<file path="src/rtl/mp_ooo_bht_ctr_table_if.sv">
// Frontend/commit bus of the pattern history table.
// The master side is the fetch/commit logic, the slave side is the table.
interface mp_ooo_bht_ctr_table_if #(
    parameter int INDEX_WIDTH = 6,
    parameter int GHR_WIDTH   = 6
);
    logic                   init_busy;
    logic                   pred_valid;
    logic [31:0]            pred_pc;
    logic                   pred_resp_valid;
    logic                   pred_taken;
    logic [INDEX_WIDTH-1:0] pred_index;
    logic                   upd_valid;
    logic [INDEX_WIDTH-1:0] upd_index;
    logic                   upd_taken;
    logic                   ghr_restore_valid;
    logic [GHR_WIDTH-1:0]   ghr_restore;
    logic [GHR_WIDTH-1:0]   ghr;

    modport master (
        output pred_valid, pred_pc,
        output upd_valid, upd_index, upd_taken,
        output ghr_restore_valid, ghr_restore,
        input  init_busy, pred_resp_valid, pred_taken, pred_index, ghr
    );

    modport slave (
        input  pred_valid, pred_pc,
        input  upd_valid, upd_index, upd_taken,
        input  ghr_restore_valid, ghr_restore,
        output init_busy, pred_resp_valid, pred_taken, pred_index, ghr
    );
endinterface

</file>
<file path="src/rtl/mp_ooo_bht_ctr_table.sv">
// Pattern history table of saturating counters for the OoO frontend.
// Fetch looks up a direction prediction (PC or gshare indexed), commit
// trains the counter at the returned index and shifts the committed
// global history. After reset a hardware sweep sets every counter to
// weakly-not-taken before lookups and updates are accepted.
module mp_ooo_bht_ctr_table #(
    parameter int INDEX_WIDTH = 6,
    parameter int CTR_WIDTH   = 2,
    parameter int GHR_WIDTH   = 6,
    parameter int USE_GSHARE  = 1,
    parameter int PC_LSB      = 2
) (
    input  logic                   clk,
    input  logic                   rst,
    mp_ooo_bht_ctr_table_if.slave  bus
);

    localparam int ENTRIES = 1 << INDEX_WIDTH;

    // Weakly-not-taken: the largest value whose MSB is still zero.
    localparam logic [CTR_WIDTH-1:0] CTR_WNT = CTR_WIDTH'((2 ** (CTR_WIDTH - 1)) - 1);
    localparam logic [CTR_WIDTH-1:0] CTR_MAX = {CTR_WIDTH{1'b1}};
    localparam logic [CTR_WIDTH-1:0] CTR_MIN = {CTR_WIDTH{1'b0}};
    localparam logic [INDEX_WIDTH-1:0] LAST_INDEX = {INDEX_WIDTH{1'b1}};

    typedef enum logic {
        ST_INIT,
        ST_RUN
    } state_t;

    state_t                 state;
    logic [INDEX_WIDTH-1:0] sweep_ptr;
    logic                   init_busy_q;

    logic [CTR_WIDTH-1:0]   ctr_mem [ENTRIES];

    logic [GHR_WIDTH-1:0]   ghr_q;
    logic [GHR_WIDTH-1:0]   ghr_shift;
    logic [INDEX_WIDTH-1:0] ghr_ext;

    logic                   resp_valid_q;
    logic                   resp_taken_q;
    logic [INDEX_WIDTH-1:0] resp_index_q;

    logic                   run;
    logic                   pred_fire;
    logic                   upd_fire;
    logic [INDEX_WIDTH-1:0] pc_index;
    logic [INDEX_WIDTH-1:0] lookup_index;
    logic [CTR_WIDTH-1:0]   upd_old;
    logic [CTR_WIDTH-1:0]   upd_new;
    logic [CTR_WIDTH-1:0]   lookup_ctr;

    // Only the index field of the PC takes part in the lookup.
    logic                   unused_pc_bits;
    assign unused_pc_bits = ^bus.pred_pc;

    assign run       = (state == ST_RUN);
    assign pred_fire = run && bus.pred_valid;
    assign upd_fire  = run && bus.upd_valid;
    assign pc_index  = bus.pred_pc[PC_LSB +: INDEX_WIDTH];

    // Zero-extend the history to the index width for the gshare fold.
    always_comb begin
        ghr_ext = '0;
        ghr_ext[GHR_WIDTH-1:0] = ghr_q;
    end

    // Lookup index: PC field, optionally folded with the committed history.
    always_comb begin
        lookup_index = pc_index;
        if (USE_GSHARE != 0) begin
            lookup_index = pc_index ^ ghr_ext;
        end
    end

    // Saturating next value for the entry being trained this cycle.
    always_comb begin
        upd_old = ctr_mem[bus.upd_index];
        upd_new = upd_old;
        if (bus.upd_taken) begin
            if (upd_old != CTR_MAX) begin
                upd_new = upd_old + CTR_WIDTH'(1);
            end
        end else begin
            if (upd_old != CTR_MIN) begin
                upd_new = upd_old - CTR_WIDTH'(1);
            end
        end
    end

    // Counter the lookup sees after this edge: a same-edge update to the
    // same entry is forwarded so the response reflects the written value.
    always_comb begin
        lookup_ctr = ctr_mem[lookup_index];
        if (upd_fire && (bus.upd_index == lookup_index)) begin
            lookup_ctr = upd_new;
        end
    end

    // History after shifting in the resolved direction.
    generate
        if (GHR_WIDTH == 1) begin : g_ghr_one
            assign ghr_shift = bus.upd_taken;
        end else begin : g_ghr_wide
            assign ghr_shift = {ghr_q[GHR_WIDTH-2:0], bus.upd_taken};
        end
    endgenerate

    // Init sweep / run state machine with a registered busy flag.
    always_ff @(posedge clk or posedge rst) begin
        if (rst) begin
            state       <= ST_INIT;
            sweep_ptr   <= '0;
            init_busy_q <= 1'b1;
        end else begin
            case (state)
                ST_INIT: begin
                    sweep_ptr <= sweep_ptr + INDEX_WIDTH'(1);
                    if (sweep_ptr == LAST_INDEX) begin
                        state       <= ST_RUN;
                        init_busy_q <= 1'b0;
                    end
                end
                ST_RUN: begin
                    init_busy_q <= 1'b0;
                end
                default: begin
                    state       <= ST_INIT;
                    sweep_ptr   <= '0;
                    init_busy_q <= 1'b1;
                end
            endcase
        end
    end

    // Counter array: sweep writes during init, read-modify-write in run.
    // While reset is held the sweep pointer sits at zero, so the only write
    // is the harmless init value into entry 0.
    always_ff @(posedge clk) begin
        if (state == ST_INIT) begin
            ctr_mem[sweep_ptr] <= CTR_WNT;
        end else if (upd_fire) begin
            ctr_mem[bus.upd_index] <= upd_new;
        end
    end

    // Committed global history; a restore wins over the commit shift.
    always_ff @(posedge clk or posedge rst) begin
        if (rst) begin
            ghr_q <= '0;
        end else if (bus.ghr_restore_valid) begin
            ghr_q <= bus.ghr_restore;
        end else if (upd_fire) begin
            ghr_q <= ghr_shift;
        end
    end

    // Registered prediction response; index and direction hold when idle.
    always_ff @(posedge clk or posedge rst) begin
        if (rst) begin
            resp_valid_q <= 1'b0;
            resp_taken_q <= 1'b0;
            resp_index_q <= '0;
        end else begin
            resp_valid_q <= pred_fire;
            if (pred_fire) begin
                resp_index_q <= lookup_index;
                resp_taken_q <= lookup_ctr[CTR_WIDTH-1];
            end
        end
    end

    assign bus.init_busy       = init_busy_q;
    assign bus.pred_resp_valid = resp_valid_q;
    assign bus.pred_taken      = resp_taken_q;
    assign bus.pred_index      = resp_index_q;
    assign bus.ghr             = ghr_q;

endmodule

</file>
<file path="src/flat_wrapper.sv">
// flat-port wrapper written by rule: the top's interface ports become plain ports
module mp_ooo_bht_ctr_table_flat 
#(
    parameter int INDEX_WIDTH = 6,
    parameter int CTR_WIDTH   = 2,
    parameter int GHR_WIDTH   = 6,
    parameter int USE_GSHARE  = 1,
    parameter int PC_LSB      = 2
)
  (clk, rst, bus_pred_valid, bus_pred_pc, bus_upd_valid, bus_upd_index, bus_upd_taken, bus_ghr_restore_valid, bus_ghr_restore, bus_init_busy, bus_pred_resp_valid, bus_pred_taken, bus_pred_index, bus_ghr);
  mp_ooo_bht_ctr_table_if #(.INDEX_WIDTH(INDEX_WIDTH), .GHR_WIDTH(GHR_WIDTH)) bus_i ();
  input  logic clk;
  input  logic rst;
  input wire logic [$bits(bus_i.pred_valid)-1:0] bus_pred_valid;
  input wire logic [$bits(bus_i.pred_pc)-1:0] bus_pred_pc;
  input wire logic [$bits(bus_i.upd_valid)-1:0] bus_upd_valid;
  input wire logic [$bits(bus_i.upd_index)-1:0] bus_upd_index;
  input wire logic [$bits(bus_i.upd_taken)-1:0] bus_upd_taken;
  input wire logic [$bits(bus_i.ghr_restore_valid)-1:0] bus_ghr_restore_valid;
  input wire logic [$bits(bus_i.ghr_restore)-1:0] bus_ghr_restore;
  output wire logic [$bits(bus_i.init_busy)-1:0] bus_init_busy;
  output wire logic [$bits(bus_i.pred_resp_valid)-1:0] bus_pred_resp_valid;
  output wire logic [$bits(bus_i.pred_taken)-1:0] bus_pred_taken;
  output wire logic [$bits(bus_i.pred_index)-1:0] bus_pred_index;
  output wire logic [$bits(bus_i.ghr)-1:0] bus_ghr;
  assign bus_i.pred_valid = bus_pred_valid;
  assign bus_i.pred_pc = bus_pred_pc;
  assign bus_i.upd_valid = bus_upd_valid;
  assign bus_i.upd_index = bus_upd_index;
  assign bus_i.upd_taken = bus_upd_taken;
  assign bus_i.ghr_restore_valid = bus_ghr_restore_valid;
  assign bus_i.ghr_restore = bus_ghr_restore;
  assign bus_init_busy = bus_i.init_busy;
  assign bus_pred_resp_valid = bus_i.pred_resp_valid;
  assign bus_pred_taken = bus_i.pred_taken;
  assign bus_pred_index = bus_i.pred_index;
  assign bus_ghr = bus_i.ghr;
  mp_ooo_bht_ctr_table #(.INDEX_WIDTH(INDEX_WIDTH), .CTR_WIDTH(CTR_WIDTH), .GHR_WIDTH(GHR_WIDTH), .USE_GSHARE(USE_GSHARE), .PC_LSB(PC_LSB)) u_core (.clk(clk), .rst(rst), .bus(bus_i));
endmodule
</file>
<file path="config.mk">
export PLATFORM = sky130hd
export DESIGN_NAME = mp_ooo_bht_ctr_table_flat
export DESIGN_NICKNAME = d
export VERILOG_FILES = /design/src/rtl/mp_ooo_bht_ctr_table_if.sv /design/src/rtl/mp_ooo_bht_ctr_table.sv /design/src/flat_wrapper.sv
export SDC_FILE = /design/constraint.sdc
export NUM_CORES = 1
export LEC_CHECK = 0
export BUFFER_PORTS_ARGS = -buffer_cell sky130_fd_sc_hd__buf_2
export CAP_MARGIN = 40
export CORE_ASPECT_RATIO = 1.4
export CORE_MARGIN = 2
export CORE_UTILIZATION = 56
export CTS_CLUSTER_SIZE = 40
export DETAILED_ROUTE_END_ITERATION = 7
export GPL_TIMING_DRIVEN = 0
export PLACE_DENSITY = 0.77
export SLEW_MARGIN = 10
export SYNTH_ARGS = -nofsm -noshare
export SYNTH_HDL_FRONTEND = slang
export SYNTH_SLANG_ARGS = --single-unit
</file>
<file path="constraint.sdc">
create_clock -name clk -period 9 [get_ports clk]
set_input_delay 1.35 -clock clk [delete_from_list [all_inputs] [get_ports clk]]
set_output_delay 1.35 -clock clk [all_outputs]
set_load 0.01 [all_outputs]
</file>
==> results by group, run 1 <==
CTS
  • Resize count post-CTS: 0
  • CTS Root Cell: clkbuf_16
  • CTS buffer count: 17
  • CTS tree: yes
  • Clock Latency Late Sink: 0.43 ns
  • CTS Buffer Depth: 2
  • Post-CTS setup buffers: 0
  • Post-CTS Hold Fix Bufs: 0
  • Register clock-pin slew on the reported worst setup and hold paths: 0.07 ns
  • CTS sink cnt: 150
  • H-Tree Depth: 4

STA
  • Final setup margin: around 5.0 ns
  • Setup Viol. Count Final: 0
  • Slew Viols, Final: 0
  • Fin crit share: 0.443
  • Relative max-transition margin: 0.344
  • Min Clock Period, post-route: between 3 and 4 ns
  • FMAX: roughly 250 MHz
  • Worst-margin pin slew: 0.978 ns
  • Unrepaired setup endpoints after global routing: false
  • Hold Vio Cnt, Final: 0
  • Clock Skew: around 0.012 ns
  • Setup TNS: 0 ns

Setup path
  • CP startpoint kind: input pin
  • Maximum fanout along the worst path: 38
  • Worst path required time: about 9.3 ns
  • CP arrival: around 4.3 ns
  • Nature of the critical path endpoint: flip-flop
  • Critical path class: in2reg

Power and ir drop
  • Max VDD drop: 0.000138 V
  • P_leak: 2.66 nW
  • Total power: 1.58 mW
  • Pwr dens: between 150 and 200 nW/um2

Flow run
  • Max cap viols: 0

Outcome
  • Outcome: completed

Global routing
  • Initial antenna violation count: 0
  • Overall Global Routing Usage: 0.282
  • Number of global-route vias before repair: about 4900
  • Global-route wire length before repair: between 20000 and 30000 um
  • Global route overflow: 0
  • Largest net degree at the start of global routing: 39

Floorplan
  • IO Pins: 65
  • Starting Density: 0.572
  • Die Wd: between 100 and 150 um
  • Core area: 12800 um2
  • Overall die area: roughly 14000 um2
  • Die Y-Extent: approximately 140 um
  • Row count: 49

Cells and area
  • Register Area: between 4000 and 5000 um2
  • Antenna diodes: 0
  • Net count reported at finish: 599
  • Fillcell total: 891
  • Layout area overhead: 14.4%
  • Ratio of cells with drive above 1 in the final layout: 0.235
  • Footprint of the multi-input gates: 2710 um2

Synthesis
  • EDFF count, synth: ~130
  • Unique masters post-synth: 59
  • Synth Cell Area: 7330 um2
  • Post-synthesis sequential area ratio: 0.600
  • Most common flop cell mapped by yosys: edfxtp_1
  • Register bit total from synthesis: 150
  • Syn_area_per_cell: around 15 um2
  • Net Count, Synth: around 540
  • Synth async-reset ratio: 0.147
  • Gate Count Post-Synth: 490
  • Yosys warnings: 0

Route
  • DR WL/cell: between 20 and 30 um
  • Initial drt markers: approximately 580
  • DR vias: between 4000 and 5000
  • Drt drc: 0
  • Via density: 6.68
  • First-pass iteration count of the detailed router: 6
  • Antenna Nets Post-Route: 0
  • Final wirelength: 18800 um

Placement
  • Pre-CTS WS: approximately 4.6 ns
  • Detailed Place HPWL: between 10000 and 15000 um
  • I/O Buffers: 34
  • Gpl congestion: slightly below 1

Min path
  • HP Class: reg2reg
==> stage by stage <==
stage / cell area (um2) / instances / hold slack, ns / utilization
after floorplan: 7330 / 490 / 0.450 / -
after global placement: 7690 / 677 / 0.433 / 0.600
after detailed placement: 7800 / 682 / 0.454 / 0.608
after CTS: 8390 / 714 / 0.465 / 0.655
after global routing: 8390 / 714 / 0.477 / 0.655
final: 8390 / 714 / 0.454 / 0.655
==> placed cells by master, fill, tap and decap left out, types with 4 or more instances in the layout <==
cell | Yosys | final
nand3_1 | 15 | 15
buf_2 | 5 | 39
inv_6 | 0 | 5
a21oi_1 | 6 | 6
edfxtp_1 | 128 | 128
inv_1 | 6 | 6
dfrtp_1 | 21 | 21
mux4_1 | 15 | 15
nand2_1 | 35 | 35
mux4_2 | 28 | 28
clkbuf_1 | 7 | 7
clkbuf_8 | 6 | 6
o31ai_1 | 4 | 4
o22ai_1 | 6 | 6
and2_1 | 4 | 4
o21ai_0 | 14 | 13
nand2b_1 | 4 | 4
buf_4 | 2 | 4
xnor2_1 | 10 | 10
or3_1 | 6 | 6
clkbuf_16 | 0 | 17
mux2i_1 | 30 | 30
xor2_1 | 6 | 6
mux2_2 | 7 | 7
nor2_1 | 76 | 75
==> layout make-up <==
cell class	instances	area share
Buffer	25	0.0257
Multi-Input combinational cell	308	0.323
Sequential cell	150	0.524
Clock inverter	15	0.0197
Tap cell	153	0.0228
Clock buffer	17	0.0507
Inverter	7	0.00313
Timing Repair Buffer	39	0.0304
==> per-layer routing <==
layer  vias to the layer above  GRT usage  share of wire
li1                       2026          -              -
met1                      2353      0.324           0.34
met2                       305      0.473           0.51
met3                        89     0.0608          0.079
met4                         0      0.175          0.068
met5                         -          0              0
==> cell families (layout without fill, tap and decap cells) <==
family                   Yosys count  in the layout  share of synthesized area
AO/OA/AOI/OAI                     58             58                     0.0584
XOR/XNOR                          19             19                     0.0276
adder cells (fa/ha/maj)            2              2                    0.00307
buffers and inverters             32            103                     0.0329
flip-flops                       150            150                      0.600
multiplexers                      80             80                      0.192
AND/OR/NAND/NOR                  149            149                     0.0869
==> state kept, by name, summed over array words and instances (netlist names) <==
name / cells
u_core.bus.pred_index: 6
u_core.sweep_ptr: 6
u_core.ctr_mem: 128
u_core.run: 1
u_core.bus.ghr: 6
u_core.bus.init_busy: 1
u_core.bus.pred_taken: 1
u_core.bus.pred_resp_valid: 1
==> worst max-delay path: stages <==
cell	delay [ns]
buf_6	0.15
buf_12	0.18
buf_12	0.16
buf_2	0.29
mux4_2	0.59
nand3_1	0.11
o2111ai_1	0.16
a22oi_4	0.21
a21oi_1	0.14
o21ai_4	0.61
buf_16	0.26
==> synth_stat cells (5+ instances only) <==
cell type	n	area [um2]
nand3_1	15	75.1
o21ai_0	14	70.1
edfxtp_1	128	3840
dfrtp_1	21	526
o22ai_1	6	37.5
nand2_1	35	131
inv_1	6	22.5
nor2_1	76	285
or3_1	6	37.5
xnor2_1	10	87.6
clkbuf_8	6	82.6
mux2i_1	30	300
clkbuf_1	7	26.3
mux4_1	15	394
xor2_1	6	52.6
mux4_2	28	631
buf_2	5	25.0
a21oi_1	6	30.0
mux2_2	7	78.8
==> report_power, final <==
group	internal (mW)	total [mW]	switching, mW
logic	0.0479	0.117	0.0690
registers	0.746	0.749	0.00295
clock network	0.393	0.711	0.319
total	1.19	1.58	0.390
==> worst paths after layout <==
path                                       startpoint                       end  slack [ns]  cells after the start
worst max register to register  u_core.ctr_mem[22][1]      u_core.ctr_mem[3][0]        5.90                      8
worst min register to register   u_core.bus.init_busy      u_core.bus.init_busy        0.45                      2
min in group asynchronous                         rst       u_core.sweep_ptr[1]        1.06                      2
worst max-delay path                 bus_upd_index[0]      u_core.ctr_mem[3][0]        5.02                     11
worst min-delay path             u_core.bus.init_busy      u_core.bus.init_busy        0.45                      2
max in group asynchronous                         rst  u_core.bus.pred_index[0]        7.43                      2
Note: power is estimated with default switching activity, not from simulation.
==> run 2: changes to the inputs <==
ABC_AREA = 1   (was not set)
CORE_UTILIZATION = 54   (was 56)
clock period = 3.22 ns   (was 9 ns; I/O delays follow)
==> run 2 against run 1 <==
Compared with the run above: the run now ends with design-rule violations left; worst hold slack lost 0.24 ns; sequential share of layout area shrank 1.6 points; via count grew 41%; cell count grew 56%; combinational power grew to 4.1 times the previous value; highest routed layer unchanged.
==> results by group, run 2 <==
Floorplan
  • Overall die area: ~15000 um2
  • Die Wd: around 100 um
  • Starting Density: 0.551
  • IO Pins: 65
  • Core area: between 10000 and 15000 um2
  • Die Y-Extent: ~140 um
  • Row count: 51

Route
  • Final wirelength: 23900 um
  • DR WL/cell: between 20 and 25 um
  • Initial drt markers: ~1000
  • Via density: 6.02
  • DR vias: ~6700
  • Drt drc: 1
  • First-pass iteration count of the detailed router: 8
  • Antenna Nets Post-Route: 0

STA
  • Hold Vio Cnt, Final: 0
  • Setup TNS: 0 ns
  • Unrepaired setup endpoints after global routing: false
  • Clock Skew: around 0.0076 ns
  • Min Clock Period, post-route: between 2 and 3 ns
  • Hold_ws: approximately 0.21 ns
  • Worst-margin pin slew: 0.830 ns
  • Relative max-transition margin: 0.446
  • Setup Viol. Count Final: 0
  • Slew Viols, Final: 0
  • FMAX: 335 MHz
  • Fin crit share: 0.928

Global routing
  • Global-route wire length before repair: around 36000 um
  • Initial antenna violation count: 0
  • Largest net degree at the start of global routing: 44
  • Global route overflow: 0
  • Overall Global Routing Usage: 0.322
  • Number of global-route vias before repair: approximately 6500

Setup path
  • Critical path class: in2reg
  • Worst path required time: 3.37 ns
  • CP arrival: about 3.1 ns
  • Maximum fanout along the worst path: between 40 and 50
  • CP startpoint kind: input pin
  • Nature of the critical path endpoint: flip-flop

Power and ir drop
  • Total power: about 4.5 mW
  • Max VDD drop: ~0.00031 V
  • Pwr dens: ~520 nW/um2
  • P_leak: about 3.8 nW

Synthesis
  • Top post-synthesis cells by count: 263 x nand2_1, 184 x nand3_1, 128 x edfxtp_1, 87 x inv_1, 67 x nor2_1
  • Largest area contributor in the netlist: edfxtp_1
  • Syn_area_per_cell: just under 9 um2
  • Post-synthesis sequential area ratio: 0.576
  • Synth Cell Area: 7630 um2
  • Top cells by area, synth: edfxtp_1 50%, nand2_1 13%, nand3_1 12%, dfrtp_1 6.9%, inv_1 4.3%
  • EDFF count, synth: approximately 130
  • Yosys top cell area share: 0.504
  • Most common flop cell mapped by yosys: edfxtp_1
  • Unique masters post-synth: 36
  • Gate Count Post-Synth: approximately 860
  • Register bit total from synthesis: 150
  • Most common cell in the netlist: nand2_1
  • Synth async-reset ratio: 0.147
  • Net Count, Synth: about 900
  • Yosys warnings: 0

CTS
  • CTS buffer count: 17
  • Post-CTS setup buffers: 0
  • CTS sink cnt: 150
  • CTS tree: yes
  • Post-CTS Hold Fix Bufs: 0
  • CTS Buffer Depth: 2
  • CTS Root Cell: clkbuf_16
  • Register clock-pin slew on the reported worst setup and hold paths: ~0.07 ns
  • Resize count post-CTS: 0
  • H-Tree Depth: 4
  • Clock Latency Late Sink: between 0.4 and 0.5 ns

Cells and area
  • Max FFs per register: roughly 130
  • Non-filler cells, final: 1117
  • Antenna diodes: 0
  • Biggest register: u_core.ctr_mem
  • Most common cell after layout, fill and taps aside: nand2_1
  • Fin area: roughly 8600 um2
  • Layout area overhead: 13.4%
  • Net count reported at finish: 970
  • Ratio of cells with drive above 1 in the final layout: 0.130
  • Most frequent cells in the layout: 263 x nand2_1, 183 x nand3_1, 128 x edfxtp_1

Outcome
  • Failing checks: design-rule violations
  • Outcome: complete, but fails checks

Placement
  • I/O Buffers: 35
  • Gpl congestion: 1.02
  • Detailed Place HPWL: about 16000 um
  • Cells after DPL: 1085
  • Placed Area: slightly above 8000 um2

Flow run
  • Max cap viols: 0

Min path
  • HP Class: in2async
run 2: through the flow:
step,utilization,setup slack [ns]
finish,0.624,0.231
global placement,0.580,-1.48
CTS,0.624,0.297
detailed placement,0.583,-0.134
global route,0.624,0.134
floorplan,-,0.369
run 2: kinds of logic (layout without fill, tap and decap cells):
kind of cell / count (synthesis) / in the layout / synth area share
simple gates: 542 / 542 / 0.309
flops: 150 / 150 / 0.576
buf+inv: 133 / 202 / 0.0712
compound gates: 24 / 24 / 0.0235
xor+xnor: 13 / 13 / 0.0179
fa+ha+maj: 1 / 1 / 0.00164
run 2: path summary, 6_finish.rpt:
path,startpoint,endpoint,slack (ns),cells after the start
setup / recovery,bus_upd_index[0],u_core.ctr_mem[63][0],0.23,15
hold / removal,rst,u_core.sweep_ptr[1],0.21,2
setup reg to reg,u_core.run,u_core.ctr_mem[8][0],0.50,8
hold reg to reg,u_core.bus.init_busy,u_core.bus.init_busy,0.44,2
max in group asynchronous,rst,u_core.bus.pred_index[5],2.49,2
min in group clk,bus_ghr_restore[4],u_core.bus.ghr[4],0.27,3
run 2: worst max-delay path: stages:
cell,delay (ns)
buf_2,0.13
inv_2,0.19
buf_1,0.64
nand2_1,0.11
nand3_1,0.11
nand3_1,0.11
nand2_1,0.14
nand2_1,0.07
nand3_1,0.09
nand3_1,0.10
nand2_1,0.09
inv_2,0.04
nand2_1,0.07
nand3_2,0.38
buf_12,0.34
run 2: layout make-up:
type | instances | area (um2)
Fill cell | 1174 | 5200
Sequential cell | 150 | 4400
Multi-Input combinational cell | 580 | 2690
Clock buffer | 18 | 429
Inverter | 98 | 368
Tap cell | 185 | 231
Timing Repair Buffer | 37 | 215
Buffer | 35 | 175
Clock inverter | 14 | 140
run 2: routing by layer:
layer,vias up,track usage,share of wire
met3,135,0.0649,0.11
met1,3078,0.366,0.35
li1,2992,-,-
met5,-,0,0
met2,516,0.542,0.48
met4,0,0.234,0.069
run 2: power breakdown:
group	switching, mW	internal [mW]	total [mW]
sequential	0.0108	2.09	2.10
combinational	0.337	0.140	0.477
clock	0.861	1.08	1.95
total	1.21	3.31	4.52
==> run 3: changes to the inputs <==
SETUP_SLACK_MARGIN = 0.3   (was not set)
==> run 3 against run 2 <==
Compared with the run above: the run now ends clean; clock power is essentially flat; combinational power is essentially flat; design area hardly changed; register-to-register slack worse by 0.03 ns; largest cell class unchanged; clock skew hardly changed; wire length is 0.15% higher.
==> results by group, run 3 (synthesis results as in run 2) <==
Outcome
  • Outcome: completed

CTS
  • CTS buffer count: 17
  • CTS tree: yes
  • Post-CTS Hold Fix Bufs: 0
  • Post-CTS setup buffers: 0
  • CTS sink cnt: 150
  • Clock Latency Late Sink: 0.43 ns
  • Resize count post-CTS: 1
  • H-Tree Depth: 4
  • CTS Buffer Depth: 2
  • CTS Root Cell: clkbuf_16
  • Register clock-pin slew on the reported worst setup and hold paths: approximately 0.070 ns

Global routing
  • Largest net degree at the start of global routing: 44
  • Overall Global Routing Usage: 0.322
  • Global-route wire length before repair: approximately 36000 um
  • Number of global-route vias before repair: around 6500
  • Global route overflow: 0
  • Initial antenna violation count: 0

Power and ir drop
  • P_leak: around 3.8 nW
  • Sequential fraction of design power: 0.464
  • Logic pwr share: 0.105
  • Max VDD drop: ~0.00031 V
  • Switching power share of the total: 0.268
  • P_sw: approximately 1.2 mW
  • Int Pwr: roughly 3.3 mW
  • Clk pwr share: 0.431
  • Pwr dens: around 520 nW/um2

STA
  • Setup Viol. Count Final: 0
  • Clock Skew: between 0.008 and 0.009 ns
  • Hold Vio Cnt, Final: 0
  • Worst-margin pin slew: between 0.8 and 0.9 ns
  • FMAX: between 300 and 400 MHz
  • Min Clock Period, post-route: around 2.9 ns
  • Unrepaired setup endpoints after global routing: false
  • Slew Viols, Final: 0
  • Fin crit share: 0.886
  • Relative max-transition margin: 0.447

Setup path
  • CP startpoint kind: input pin
  • CP arrival: roughly 3.0 ns
  • Flop-to-flop setup slack: roughly 0.47 ns
  • Worst path required time: between 3 and 4 ns
  • Setup crit end: u_core.ctr_mem[57][0]
  • Nature of the critical path endpoint: flip-flop
  • Worst flop-to-flop path startpoint: u_core.run
  • Worst Setup SP: bus_upd_index[2]
  • Maximum fanout along the worst path: 43
  • Critical path class: in2reg
  • R2R cell count: 8
  • RR Endpoint: u_core.ctr_mem[8][0]

Placement
  • Gpl congestion: just over 1
  • I/O Buffers: 35
  • Placed Area: 8080 um2
  • Detailed Place HPWL: around 16000 um

Cells and area
  • Layout area overhead: 13.5%
  • Most frequent cells in the layout: 263 x nand2_1, 183 x nand3_1, 128 x edfxtp_1
  • Register Area: around 4400 um2
  • Fin util: 0.625
  • Fin area: roughly 8700 um2
  • Antenna diodes: 0
  • Net count reported at finish: 970
  • Ratio of cells with drive above 1 in the final layout: 0.134
  • Footprint of the multi-input gates: 2690 um2
  • Most common cell after layout, fill and taps aside: nand2_1
  • Fillcell total: around 1200
  • Max FFs per register: between 100 and 150
  • Biggest register: u_core.ctr_mem

Route
  • Drt drc: 0
  • Antenna Nets Post-Route: 0
  • Via density: roughly 6
  • Initial drt markers: 943
  • DR WL/cell: about 21 um
  • DR vias: 6715
  • First-pass iteration count of the detailed router: 7
  • Final wirelength: 23900 um

Floorplan
  • Core area: 13800 um2
  • IO Pins: 65
  • Starting Density: 0.551
  • Overall die area: about 15000 um2
  • Die Wd: approximately 100 um
  • Row count: slightly above 50
  • Die Y-Extent: between 100 and 150 um

Flow run
  • Max cap viols: 0

Min path
  • HP Class: in2async
-- run 3: cell count changes in the layout (fill, tap and decap cells not counted), sizes merged --
cell	change
clkbuf	+2
buf	-2
-- run 3: layout make-up --
class / instances / share of cell area
inverter: 98 / 0.0425
buffer: 35 / 0.0208
tap: 185 / 0.0268
timing repair buffer: 37 / 0.0249
clock inverter: 14 / 0.0162
sequential: 150 / 0.508
multi-input combinational: 580 / 0.311
clock buffer: 18 / 0.0496
-- run 3: worst min path at each step --
stage,endpoint,cells past startpoint,start,slack [ns]
after floorplan,u_core.bus.init_busy,2,u_core.bus.init_busy,0.45
after global placement,u_core.bus.init_busy,2,u_core.bus.init_busy,0.43
after detailed placement,u_core.bus.init_busy,2,u_core.bus.init_busy,0.43
after CTS,u_core.sweep_ptr[1],2,rst,0.23
after global routing,u_core.bus.ghr[0],2,rst,0.28
final,u_core.sweep_ptr[0],2,rst,0.21
-- run 3: power groups by stage --
stage                     Combinational [mW]  Sequential (mW)  Clock [mW]
after floorplan                        0.284             2.14           0
final                                  0.476             2.10        1.95
after detailed placement               0.450             2.14           0
after global placement                 0.446             2.14           0
after global routing                   0.499             2.10        2.00
after CTS                              0.454             2.10        1.93
-- run 3: layer usage --
layer | global-route usage | part of all wire | vias up
met5 | 0 | 0 | -
met1 | 0.366 | 0.33 | 3049
met4 | 0.234 | 0.069 | 0
li1 | - | - | 2990
met2 | 0.542 | 0.48 | 538
met3 | 0.0653 | 0.12 | 138
-- run 3: through the flow --
| step | setup TNS, ns | instances | setup slack [ns] | hold slack, ns | power (mW) |
|---|---|---|---|---|---|
| floorplan | 0 | 863 | 0.369 | 0.450 | 2.42 |
| global placement | -105.85 | 1083 | -1.48 | 0.430 | 2.58 |
| detailed placement | -5.65 | 1085 | -0.134 | 0.433 | 2.59 |
| CTS | 0 | 1117 | 0.359 | 0.226 | 4.49 |
| global route | 0 | 1117 | 0.334 | 0.285 | 4.60 |
| finish | 0 | 1117 | 0.369 | 0.205 | 4.52 |
-- run 3: critical path, cell delays in order --
cell and delay (ns):
buf_2 0.21, inv_1 0.35, buf_2 0.42, nand3_1 0.17, nand2_1 0.14, nand2_1 0.08
nand3_1 0.10, nand3_1 0.09, nand2_1 0.09, inv_2 0.04, nand2_1 0.07, nand3_2 0.38
buf_12 0.35
